### src/rtl/proc_check_unit.sv
// proc_check_unit: counts enabled run cycles, then checks a table of expected
//   (register, value) pairs against the live regfile; traces writebacks while running.
// Latency: checking starts after CYCLE_LIMIT enabled cycles, 2 cycles per table entry.
// Backpressure: none on writeback; trace FIFO drops new entries when full (sticky overflow).

// Generic show-ahead FIFO: head entry visible whenever valid=1.
// Latency: push visible after 1 edge when empty; pop-to-next-head 1 edge.
// Backpressure: push while full without pop is dropped and flagged in overflow.
module proc_check_fifo #(
  parameter int WIDTH = 8,
  parameter int DEPTH = 4
) (
  input  logic             clock,
  input  logic             reset,
  input  logic             push,
  input  logic [WIDTH-1:0] push_data,
  input  logic             pop,
  output logic [WIDTH-1:0] head_data,
  output logic             valid,
  output logic             overflow
);

  localparam int PTR_W = $clog2(DEPTH);
  localparam int CNT_W = $clog2(DEPTH) + 1;

  logic [WIDTH-1:0] mem [DEPTH];
  logic [PTR_W-1:0] rd_ptr;
  logic [PTR_W-1:0] wr_ptr;
  logic [CNT_W-1:0] count;
  logic             full;
  logic             empty;
  logic             do_push;
  logic             do_pop;

  assign full  = (count == CNT_W'(DEPTH));
  assign empty = (count == '0);

  // A pop on an empty FIFO is ignored; a push into a full FIFO only lands
  // if a pop frees the head slot on the same edge.
  assign do_pop  = pop && !empty;
  assign do_push = push && (!full || do_pop);

  assign head_data = mem[rd_ptr];
  assign valid     = !empty;

  // Pointer, occupancy and sticky overflow tracking; pointers wrap naturally.
  always_ff @(posedge clock) begin
    if (reset) begin
      rd_ptr   <= '0;
      wr_ptr   <= '0;
      count    <= '0;
      overflow <= 1'b0;
    end else begin
      if (do_push) wr_ptr <= wr_ptr + PTR_W'(1);
      if (do_pop)  rd_ptr <= rd_ptr + PTR_W'(1);
      case ({do_push, do_pop})
        2'b10:   count <= count + CNT_W'(1);
        2'b01:   count <= count - CNT_W'(1);
        default: count <= count;
      endcase
      if (push && !do_push) overflow <= 1'b1;
    end
  end

  // Entry storage, written only on an accepted push.
  always_ff @(posedge clock) begin
    if (do_push) mem[wr_ptr] <= push_data;
  end

endmodule

module proc_check_unit #(
  parameter int DATA_WIDTH       = 32,
  parameter int REG_ADDR_WIDTH   = 5,
  parameter int NUM_CHECKS       = 32,
  parameter int CHECK_ADDR_WIDTH = 6,
  parameter int CYCLE_LIMIT      = 1000,
  parameter int CYCLE_WIDTH      = 16,
  parameter int TRACE_DEPTH      = 16
) (
  input  logic                        clock,
  input  logic                        reset,
  input  logic                        enable,
  input  logic                        wb_write_enable,
  input  logic [REG_ADDR_WIDTH-1:0]   wb_write_reg,
  input  logic [DATA_WIDTH-1:0]       wb_write_data,
  output logic [CHECK_ADDR_WIDTH-1:0] exp_addr,
  input  logic [REG_ADDR_WIDTH-1:0]   exp_reg,
  input  logic [DATA_WIDTH-1:0]       exp_value,
  output logic [REG_ADDR_WIDTH-1:0]   chk_read_reg,
  input  logic [DATA_WIDTH-1:0]       chk_read_data,
  input  logic                        trace_pop,
  output logic                        trace_valid,
  output logic [REG_ADDR_WIDTH-1:0]   trace_reg,
  output logic [DATA_WIDTH-1:0]       trace_data,
  output logic                        trace_overflow,
  output logic [CYCLE_WIDTH-1:0]      cycle_count,
  output logic                        done,
  output logic                        pass,
  output logic [CHECK_ADDR_WIDTH:0]   error_count,
  output logic [CHECK_ADDR_WIDTH-1:0] fail_index,
  output logic [DATA_WIDTH-1:0]       fail_value
);

  typedef enum logic [1:0] {
    RUN     = 2'd0,
    FETCH   = 2'd1,
    COMPARE = 2'd2,
    DONE    = 2'd3
  } state_t;

  localparam logic [CYCLE_WIDTH-1:0]      CYCLE_LAST = CYCLE_WIDTH'(CYCLE_LIMIT - 1);
  localparam logic [CHECK_ADDR_WIDTH-1:0] IDX_LAST   = CHECK_ADDR_WIDTH'(NUM_CHECKS - 1);

  state_t                      state;
  state_t                      state_nxt;
  logic [CHECK_ADDR_WIDTH-1:0] idx;
  logic                        run_last;
  logic                        mismatch;
  logic                        trace_push;

  // The table ROM is addressed by the current index; it answers one cycle
  // later, which is exactly when the FSM sits in COMPARE.
  assign exp_addr     = idx;
  assign chk_read_reg = exp_reg;

  assign done = (state == DONE);
  assign pass = done && (error_count == '0);

  // State register.
  always_ff @(posedge clock) begin
    if (reset) state <= RUN;
    else       state <= state_nxt;
  end

  // Next-state logic plus per-cycle decode strobes.
  always_comb begin
    state_nxt  = state;
    run_last   = 1'b0;
    mismatch   = 1'b0;
    trace_push = 1'b0;
    case (state)
      RUN: begin
        trace_push = wb_write_enable && (wb_write_reg != '0);
        run_last   = enable && (cycle_count == CYCLE_LAST);
        if (run_last) state_nxt = FETCH;
      end
      FETCH: begin
        state_nxt = COMPARE;
      end
      COMPARE: begin
        mismatch = (chk_read_data != exp_value);
        if (idx == IDX_LAST) state_nxt = DONE;
        else                 state_nxt = FETCH;
      end
      DONE: begin
        state_nxt = DONE;
      end
      default: begin
        state_nxt = RUN;
      end
    endcase
  end

  // Run-cycle counter, table index and check results; a reset in any state
  // throws away any partially accumulated result.
  always_ff @(posedge clock) begin
    if (reset) begin
      cycle_count <= '0;
      idx         <= '0;
      error_count <= '0;
      fail_index  <= '0;
      fail_value  <= '0;
    end else begin
      case (state)
        RUN: begin
          if (enable) cycle_count <= cycle_count + CYCLE_WIDTH'(1);
          if (run_last) idx <= '0;
        end
        COMPARE: begin
          if (mismatch) begin
            error_count <= error_count + (CHECK_ADDR_WIDTH + 1)'(1);
            // Only the first failing entry is recorded.
            if (error_count == '0) begin
              fail_index <= idx;
              fail_value <= chk_read_data;
            end
          end
          if (idx != IDX_LAST) idx <= idx + CHECK_ADDR_WIDTH'(1);
        end
        default: begin
          idx <= idx;
        end
      endcase
    end
  end

  // Writeback trace storage, entries packed as {register, data}.
  proc_check_fifo #(
    .WIDTH (REG_ADDR_WIDTH + DATA_WIDTH),
    .DEPTH (TRACE_DEPTH)
  ) u_trace_fifo (
    .clock     (clock),
    .reset     (reset),
    .push      (trace_push),
    .push_data ({wb_write_reg, wb_write_data}),
    .pop       (trace_pop),
    .head_data ({trace_reg, trace_data}),
    .valid     (trace_valid),
    .overflow  (trace_overflow)
  );

endmodule

### config.mk
export PLATFORM = sky130hd
export DESIGN_NAME = proc_check_unit
export DESIGN_NICKNAME = d
export VERILOG_FILES = /design/src/rtl/proc_check_unit.sv
export SDC_FILE = /design/constraint.sdc
export NUM_CORES = 1
export LEC_CHECK = 0
export CAP_MARGIN = 20
export CORE_MARGIN = 2
export CORE_UTILIZATION = 28
export DETAILED_ROUTE_END_ITERATION = 16
export PLACE_DENSITY = 0.56
export SYNTH_ARGS = -nofsm -noshare
export SYNTH_HDL_FRONTEND = slang
export SYNTH_SLANG_ARGS = --single-unit
### constraint.sdc
create_clock -name clock -period 5.95 [get_ports clock]
set_input_delay 1.19 -clock clock [delete_from_list [all_inputs] [get_ports clock]]
set_output_delay 1.19 -clock clock [all_outputs]
set_load 0.01 [all_outputs]
# --- Word level (Yosys, flattened, before mapping) ---
# Memories as Yosys holds them, arrays and structs flattened. A register that Yosys moved wholly into a read port is not among the register bits.
# Index checks and enable logic that the tools add are counted.
# Widths: inputs -> output; s select.
classes:
  add_sub_neg: 7
  eq_ne: 13
  n_mux: 14
  n_reduce_logical: 20
ops:
  columns: ["operator", "count"]
  rows:
  - ["$ne 32x32->1", 1]
  - ["$add 16x1->16 const B", 1]
  - ["$eq 16x10->1 const B", 1]
  - ["$mux 6", 2]
  - ["$pmux 6 s2", 1]
  - ["$pmux 5 s2", 1]
  - ["$add 4x1->4 const B", 2]
  - ["$mux 4", 2]
  - ["$pmux 2 s4", 1]
  - ["$add 7x1->7 const B", 1]
  - ["$logic_not 7->1", 1]
  - ["$add 6x1->6 const B", 1]
  - ["$eq 2x2->1 const B", 3]
  - ["$eq 6x5->1 const B", 1]
  - ["$logic_and 1x1->1", 6]
  - ["$ne 2x2->1 const B", 3]
  - ["$ne 6x5->1 const B", 1]
  - ["$reduce_and 3->1", 2]
  - ["$add 5x1->5 const B", 1]
  - ["$eq 5x5->1 const B", 1]
  - ["$logic_not 5->1", 1]
  - ["$mux 1", 5]
  - ["$reduce_bool 5->1", 1]
  - ["$sub 5x1->5 const B", 1]
  - ["other kinds (7)", 13]
totals:
  reg_bits: 83
  ram_bits: 592
  in_bits: 111
  output_inout_bits: 113
  wordCells: 65
  n_memories: 1
memory_table:
  columns: ["memory", "words", "width", "read_ports", "rd_clocked_by_memory_dff", "write_ports", "line_no", "source"]
  rows:
  - ["u_trace_fifo.mem", 16, 37, 1, 1, 1, "26", "logic [WIDTH-1:0] mem [DEPTH];"]

# --- Depth between registers and ports, before layout ---
# Gate-level depths: netlist of the first run.
logic_depth:
  depth_word: 7
  depth_mapped: 16
  depth_no_buf: 13

# --- By module ---
# A second synthesis of the first run with hierarchy kept.
unflattened:
  hier_cells: 1368
  hier_area_um2: 26415.3
by_module_without_submodules:
  columns: ["mod", "instances", "cells_per_inst", "area_per_inst_um2", "seq_area_each_um2"]
  rows:
  - ["proc_check_fifo", 1, 1024, 23166.0, 18137.4]
  - ["proc_check_unit", 1, 344, 3249.4, 1381.3]

# --- Worst setup path before layout of the first run ---
# No wires, ideal clock.
synth_path:
  path_type: "input-to-reg"
  from: "input wb_write_reg[1]"
  to: "memory u_trace_fifo.mem[0][0] (netlist name), enable pin"
  setup_time_ps: 477
  t_arrival_ps: 4368
  setup_slack_ps: 1105
  path_stages: 6
  n_path_buf: 1
  path_cell_list: "or3_1 > o311a_1 > nor2b_1 > buf_2 > nand2_1 > nor3_1"
synth_between:
  elab_chain_cells: 6
synth_lines:
  columns: ["element", "line_no", "source"]
  rows:
  - ["start: declaration", "85", "input logic [REG_ADDR_WIDTH-1:0] wb_write_reg,"]
  - ["$reduce_bool 5->1", "144", "trace_push = wb_write_enable && (wb_write_reg != '0);"]
  - ["$logic_and 1x1->1", "144", null]
  - ["$mux 1", "142", "case (state)"]
  - ["$logic_and 1x1->1", "41", "assign do_push = push && (!full || do_pop);"]
  - ["$mux 1", "67", "if (do_push) mem[wr_ptr] <= push_data;"]
  - ["$mux 1 (implied by the code)", "67", null]
  - ["end: declaration", "26", null]
# Every way passes these cells.

==> parameters.txt, run 1 <==
Parameter                              Value

Setup path
  CP Buf/Inv Count    2
  Crit path arrival time    3570 ps
  Worst setup SP type    flop
  Kind of critical path    reg2out
  Data required time at the worst endpoint    approximately 4800 ps
  Endpoint of the worst-slack reg-to-reg timing path    u_trace_fifo.count[2]
  Cells traversed along the worst timing path    buf_4, mux4_1, mux4_2, clkdlybuf4s50_1
  Slowest Stage Delay on Critical Path    about 750 ps
  Worst setup slack for register-to-register paths    2840 ps
  Category of the worst setup path capture point    primary output
  Worst path top cell family by delay    multiplexers
  Cell with the largest stage delay on the worst path    dfxtp_4
  Critical R2R Launch    u_trace_fifo.count[0]
  Count of cells along the worst register-to-register path    12
  Worst-path fanout max    29

Routing
  Via density    approximately 4.6
  1st-pass router iterations    5
  DRC marker count from the first detailed-route iteration    1043
  Total via count after detailed routing    13229
  Routed wire length per instance    21.4 µm
  Detail Route Antenna Nets    0
  Residual DRC    0
  Total wire length    61300 µm

Clocking
  Master cell of the clock root buffer    clkbuf_16
  Hold-fix buffers at CTS    0
  Setup Fix Bufs, Post-CTS    0
  Maximum clock path buffer count    3
  CTS tree    built
  TritonCTS sink count    679
  Source-to-sink clock delay at the later pin of the worst-skew pair    620 ps
  H-Tree Depth    3
  Clk slew on worst S/H paths    around 60 ps
  Post-cts gate resize count    0
  Cts bufs inserted    76

Floorplan
  I/O pin count    224
  Die Outline Area    97900 µm²
  Die width    313 µm
  Floorplan Core Area    between 90000 and 100000 µm²
  Die height    313 µm
  Initial Utilization    0.282
  Num rows    between 100 and 150

Placement
  Routability Congestion    0.803
  Number of buffers inserted by port buffering    213
  Setup Slack @ Placement    1200 ps
  Post-detailed-placement cell area    30500 µm²
  DP HPWL    37600 µm

Layout
  Final layout net count    roughly 1700
  Count of fill cells added during filler insertion    roughly 8900
  Most frequent cells in the layout    edfxtp_1 (592), clkdlybuf4s50_1 (212), mux4_2 (121)
  Sequential cell area    19500 µm²
  Area taken by multi-input logic gates    6820 µm²
  Final non-filler cell area    32900 µm²
  Most frequent standard cell in the layout excluding fill and tap cells    edfxtp_1
  Area grow syn2layout    23.2%
  Share of post-route cells with drive strength above 1    0.193

STA
  Setup repair after global routing missed its margin    false
  Headroom to the max-slew limit    0.347
  Number of max-slew violations in the final report    0
  Accumulated negative setup slack    0 ps
  Transition time at the pin with the least slew margin    979 ps
  Final setup violation count    0
  Post-Route Hold Slack    494 ps
  Fin. Hold Viols    0
  Clk_skew    around 21 ps
  Achievable clock frequency    210 MHz
  Time the worst path needs with I/O delays and setup    4760 ps
  Min setup slack post-route    roughly 1200 ps
  Crit share post-route    0.800

GRT
  Initial antenna violation count    9
  GRT overflow    0
  Overall routing resource usage    0.126
  Pin count of the biggest net entering global routing    121
  Via count of the first global-routing pass    14027
  First-pass GRT wire length    92500 µm

Power and ir drop
  Pwr Density    364 nW/µm²
  Static leakage    10.2 nW
  Maximum VDD drop    0.203 mV

Synthesis
  Post-synth design cell area    about 27000 µm²
  Mean area per synthesized cell    20.9 µm²
  Netlist cell types    58
  Yosys reg bits    679
  Post-Synthesis Net Count    1401
  Synthesized instance count    1278
  Proportion of synthesized chip area in sequential cells    0.731
  Synth async-reset ratio    0
  Number of enable-type register cells in the synthesized netlist    slightly below 600
  Most used flip-flop cell after synthesis    edfxtp_1
  Synth Warn #    0

Hold path
  Worst hold path startpoint    fail_value[10]
  Worst Hold Endpoint    fail_value[10]
  Worst hold path depth    2
  Kind of path behind the tightest hold check    reg2reg

Outcome
  Result of the run    finished, final reports clean

Run
  Count of maximum capacitance violations    0
[Yosys cell counts (all sizes together), types with 4 or more instances]
master  number  area (µm²)
edfxtp     592       17800
or3          4        25.0
mux2i       43         430
nor3         9        45.0
nand4       16         106
xor2        17         149
nand2b       4        25.0
a21oi       11        58.8
mux2         4        45.0
nor2        96         360
a22oi        4        30.0
mux4       185        4410
xnor2       41         359
nor2b        6        37.5
nand2       20        77.6
nand3        6        35.0
buf         38         352
clkbuf      30         113
ha          12         150
o21ai        4        20.0
inv         10        37.5
dfxtp       87        1740
[area by class of cell]
cell class / count / share of cell area
sequential: 679 / 0.593
multi-input combinational: 521 / 0.207
timing repair buffer: 247 / 0.0754
clock buffer: 97 / 0.0614
tap: 1265 / 0.0481
clock inverter: 43 / 0.0132
inverter: 10 / 0.00114
antenna: 1 / 0.0000760
[kinds of logic after synthesis]
family	after synthesis	share of synthesized area
adders and majority gates	12	0.00562
buffers and inverters	78	0.0188
and+or+nand+nor	187	0.0352
AOI/OAI and AO/OA	32	0.00801
xor gates and xnor gates	58	0.0190
muxes	232	0.183
DFF	679	0.731
[tightest hold or removal path: stages, from the launching register on]
cell and delay (ps):
dfxtp_1 320, mux2i_1 70, nor2_1 70
[power by group]
group | switching [mW] | internal, mW | total [mW]
Combinational | 0.890 | 1.07 | 1.96
Sequential | 0.110 | 5.29 | 5.40
Clock | 1.91 | 2.69 | 4.60
Total | 2.91 | 9.06 | 12.0
[flip-flops by register name (all words and copies together), names as in the netlist, named ones only]
register / count
state: 2
fail_index: 6
u_trace_fifo.mem: 592
cycle_count: 16
u_trace_fifo.wr_ptr: 4
u_trace_fifo.count: 5
u_trace_fifo.overflow: 1
u_trace_fifo.rd_ptr: 4
fail_value: 32
exp_addr: 6
error_count: 7
[per-stage QoR]
step	power, mW	utilization	instances
after floorplan	6.80	-	1278
after global placement	7.50	0.321	2722
after detailed placement	7.52	0.321	2722
after CTS	12.1	0.347	2862
after global routing	12.5	0.347	2862
final	12.0	0.347	2863
[layer usage]
layer / part of all wire / global-route usage / vias up / wire, µm
met4: 0.022 / 0.0306 / 12 / 1330
met2: 0.45 / 0.192 / 387 / 27800
met3: 0.066 / 0.0344 / 106 / 4020
met1: 0.46 / 0.178 / 6933 / 28000
li1: - / - / 5791 / -
met5: 0.0015 / 0 / - / 90
[how the worst max path moves through the flow]
stage,end,cells after the start
2_1_floorplan,u_trace_fifo.mem[0][0],6
3_3_place_gp,u_trace_fifo.count[4],15
3_5_place_dp,u_trace_fifo.count[2],13
4_1_cts,trace_reg[0],4
5_1_grt,trace_reg[0],4
6_report,trace_reg[0],4
(Power assumes the default switching activity.)
==> inputs of run 2 (changes only) <==
- clock period: 5.95 -> 5 ns (I/O delays scaled with it)
==> run 2 against run 1 <==
Effect of this change:
- die area unchanged
- design area up 0.32%
- sequential power up 19%
- clock skew down 2.5 ps
- sequential share of layout area down 0.19 points
- cell count about the same
- first-iteration DRC count down 7.3%
- routed wire length up 3.0%
- flip-flop and latch count unchanged
- non-clock buffer count up 4
- hold slack worse by 2.8 ps
- critical path type unchanged
- highest routed layer unchanged
==> parameters.txt, run 2 (same netlist as run 1, synthesis figures left out) <==
Parameter                              Value

Clocking
  Clk slew on worst S/H paths    60 ps (about the same)
  Master cell of the clock root buffer    clkbuf_16 (unchanged)
  H-Tree Depth    3 (unchanged)
  Source-to-sink clock delay at the later pin of the worst-skew pair    620 ps (about the same)
  Hold-fix buffers at CTS    0 (unchanged)
  Cts bufs inserted    76 (unchanged)
  Maximum clock path buffer count    3 (unchanged)
  CTS tree    built (unchanged)
  Post-cts gate resize count    0 (unchanged)
  Setup Fix Bufs, Post-CTS    0 (unchanged)
  TritonCTS sink count    679 (unchanged)

Placement
  Routability Congestion    0.784 (was 0.803)
  Number of buffers inserted by port buffering    213 (unchanged)
  DP HPWL    34800 µm (was 37600 µm)

Setup path
  Cells traversed along the worst timing path    buf_12, mux4_1, mux4_2, clkdlybuf4s50_1 (was buf_4, mux4_1, mux4_2, clkdlybuf4s50_1)
  Worst setup SP type    flop (unchanged)
  Count of cells along the worst register-to-register path    11 (was 12)
  Worst-path fanout max    25 (was 29)
  Endpoint of the worst-slack reg-to-reg timing path    u_trace_fifo.count[4] (was u_trace_fifo.count[2])
  Slowest Stage Delay on Critical Path    690 ps (was 750 ps)
  Critical R2R Launch    u_trace_fifo.count[0] (unchanged)
  Crit path arrival time    3410 ps (was 3570 ps)
  Worst setup slack for register-to-register paths    1980 ps (was 2840 ps)
  Worst path top cell family by delay    multiplexers (unchanged)
  Data required time at the worst endpoint    4000 ps (was 4760 ps)
  Cell with the largest stage delay on the worst path    dfxtp_4 (unchanged)
  Kind of critical path    reg2out (unchanged)
  Category of the worst setup path capture point    primary output (unchanged)
  CP Buf/Inv Count    2 (unchanged)

STA
  Number of max-slew violations in the final report    0 (unchanged)
  Headroom to the max-slew limit    0.427 (was 0.347)
  Crit share post-route    0.881
  Time the worst path needs with I/O delays and setup    about 4400 ps
  Setup repair after global routing missed its margin    false (unchanged)
  Final setup violation count    0 (unchanged)
  Clk_skew    18.9 ps (was 21.4 ps)
  Achievable clock frequency    227 MHz
  Fin. Hold Viols    0 (unchanged)
  Accumulated negative setup slack    0 ps (unchanged)
  Transition time at the pin with the least slew margin    860 ps (was 979 ps)

GRT
  Overall routing resource usage    0.129 (was 0.126)
  GRT overflow    0 (unchanged)
  Initial antenna violation count    3 (was 9)
  Via count of the first global-routing pass    14183 (was 14027)
  First-pass GRT wire length    93800 µm (was 92500 µm)
  Pin count of the biggest net entering global routing    53 (was 121)

Power and ir drop
  Combinational share of power    0.164 (about the same)
  Pwr Density    427 nW/µm² (was 364 nW/µm²)
  Static leakage    10.2 nW (about the same)
  Net Sw Power    3.40 mW (was 2.91 mW)
  Switch share    0.241 (was 0.243)
  Share of total power in sequential cells    0.455 (was 0.451)
  Relative contribution of the clock network to total power    0.381 (was 0.385)
  Overall power consumption    14.1 mW (was 12.0 mW)
  Cell internal power dissipation    10.7 mW (was 9.06 mW)
  Maximum VDD drop    0.238 mV (was 0.203 mV)

Floorplan
  Die width    313 µm (unchanged)
  Floorplan Core Area    94700 µm² (unchanged)
  Die Outline Area    97900 µm² (unchanged)
  Initial Utilization    0.282 (unchanged)
  Num rows    113 (unchanged)
  Die height    313 µm (unchanged)
  I/O pin count    224 (unchanged)

Hold path
  Worst hold path startpoint    u_trace_fifo.overflow (was fail_value[10])
  Kind of path behind the tightest hold check    reg2reg (unchanged)
  Worst hold path depth    2 (unchanged)
  Worst Hold Endpoint    u_trace_fifo.overflow (was fail_value[10])

Routing
  Total wire length    63100 µm (was 61300 µm)
  Routed wire length per instance    22.0 µm (was 21.4 µm)
  Via density    4.60 (was 4.62)
  1st-pass router iterations    5 (unchanged)
  DRC marker count from the first detailed-route iteration    967 (was 1043)
  Total via count after detailed routing    13178 (was 13229)
  Detail Route Antenna Nets    0 (unchanged)
  Residual DRC    0 (unchanged)

Layout
  Area grow syn2layout    23.6% (was 23.2%)
  Largest register by flop count    u_trace_fifo.mem (unchanged)
  Share of post-route cells with drive strength above 1    0.193 (about the same)
  Biggest registers after layout    u_trace_fifo.mem x592, fail_value x32, cycle_count x16 (unchanged)
  Most frequent standard cell in the layout excluding fill and tap cells    edfxtp_1 (unchanged)
  Most frequent cells in the layout    edfxtp_1 (592), clkdlybuf4s50_1 (212), mux4_2 (121) (unchanged)
  Final core area utilization    0.349 (was 0.347)
  Final layout net count    1662 (was 1658)
  Ant diodes    0 (was 1)
  Area taken by multi-input logic gates    6820 µm² (unchanged)
  Max reg flops    592 (unchanged)
  Sequential cell area    19500 µm² (unchanged)
  Count of fill cells added during filler insertion    8906 (was 8892)

Run
  Count of maximum capacitance violations    0 (unchanged)

Outcome
  Result of the run    finished, final reports clean (unchanged)
[run 2: changes by cell type in the layout (fill, tap and decap cells not counted), sizes merged]
cell / before / now
diode: 1 / 0
bufinv: 6 / 3
buf: 35 / 39
clkinvlp: 2 / 4
clkbuf: 97 / 95
clkinv: 30 / 31
[run 2: layer usage]
layer | GRT usage | routed length [µm]
met5 | 0 | 43
met4 | 0.0398 | 1710
met3 | 0.0351 | 4220
met2 | 0.209 | 30500
met1 | 0.168 | 26700
[run 2: worst max path at each step]
| stage | slack [ps] | cells after the start | end | start |
|---|---|---|---|---|
| after floorplan | 350 | 6 | u_trace_fifo.mem[0][0] | wb_write_reg[1] |
| after global placement | 790 | 15 | u_trace_fifo.count[4] | wb_write_reg[1] |
| after detailed placement | 760 | 14 | u_trace_fifo.count[4] | wb_write_reg[1] |
| after CTS | 530 | 4 | trace_data[12] | flop |
| after global routing | 490 | 4 | trace_data[12] | flop |
| final | 590 | 4 | trace_data[12] | flop |
[run 2: power by group through the flow]
stage	Combinational, mW	Clock, mW	Sequential (mW)
after detailed placement	2.38	0	6.54
after CTS	2.38	5.53	6.42
after global placement	2.36	0	6.53
after global routing	2.49	5.73	6.43
after floorplan	1.63	0	6.45
final	2.31	5.37	6.42
[run 2: area by class of cell]
| class | count | area share |
|---|---|---|
| Inverter | 10 | 0.00114 |
| Clock inverter | 43 | 0.0110 |
| Timing Repair Buffer | 251 | 0.0795 |
| Clock buffer | 95 | 0.0623 |
| Sequential cell | 679 | 0.592 |
| Multi-Input combinational cell | 521 | 0.207 |
| Tap cell | 1265 | 0.0479 |
[run 2: through the flow]
step,instances,hold slack (ps),setup slack [ps],cell area (µm²)
floorplan,1278,485,345,26700
global placement,2726,474,795,30600
detailed placement,2726,477,761,30600
CTS,2864,492,530,33000
global route,2864,518,491,33000
finish,2864,491,595,33000
[run 2: worst reg2reg max path, stage by stage, from the launching register on]
cell	delay [ps]
dfxtp_1	350
or4_4	560
or2_4	240
and2_4	190
ha_1	330
xor2_1	190
ha_1	190
a21oi_1	280
a32oi_1	170
a21oi_1	210
xnor2_1	130
nor2_1	50
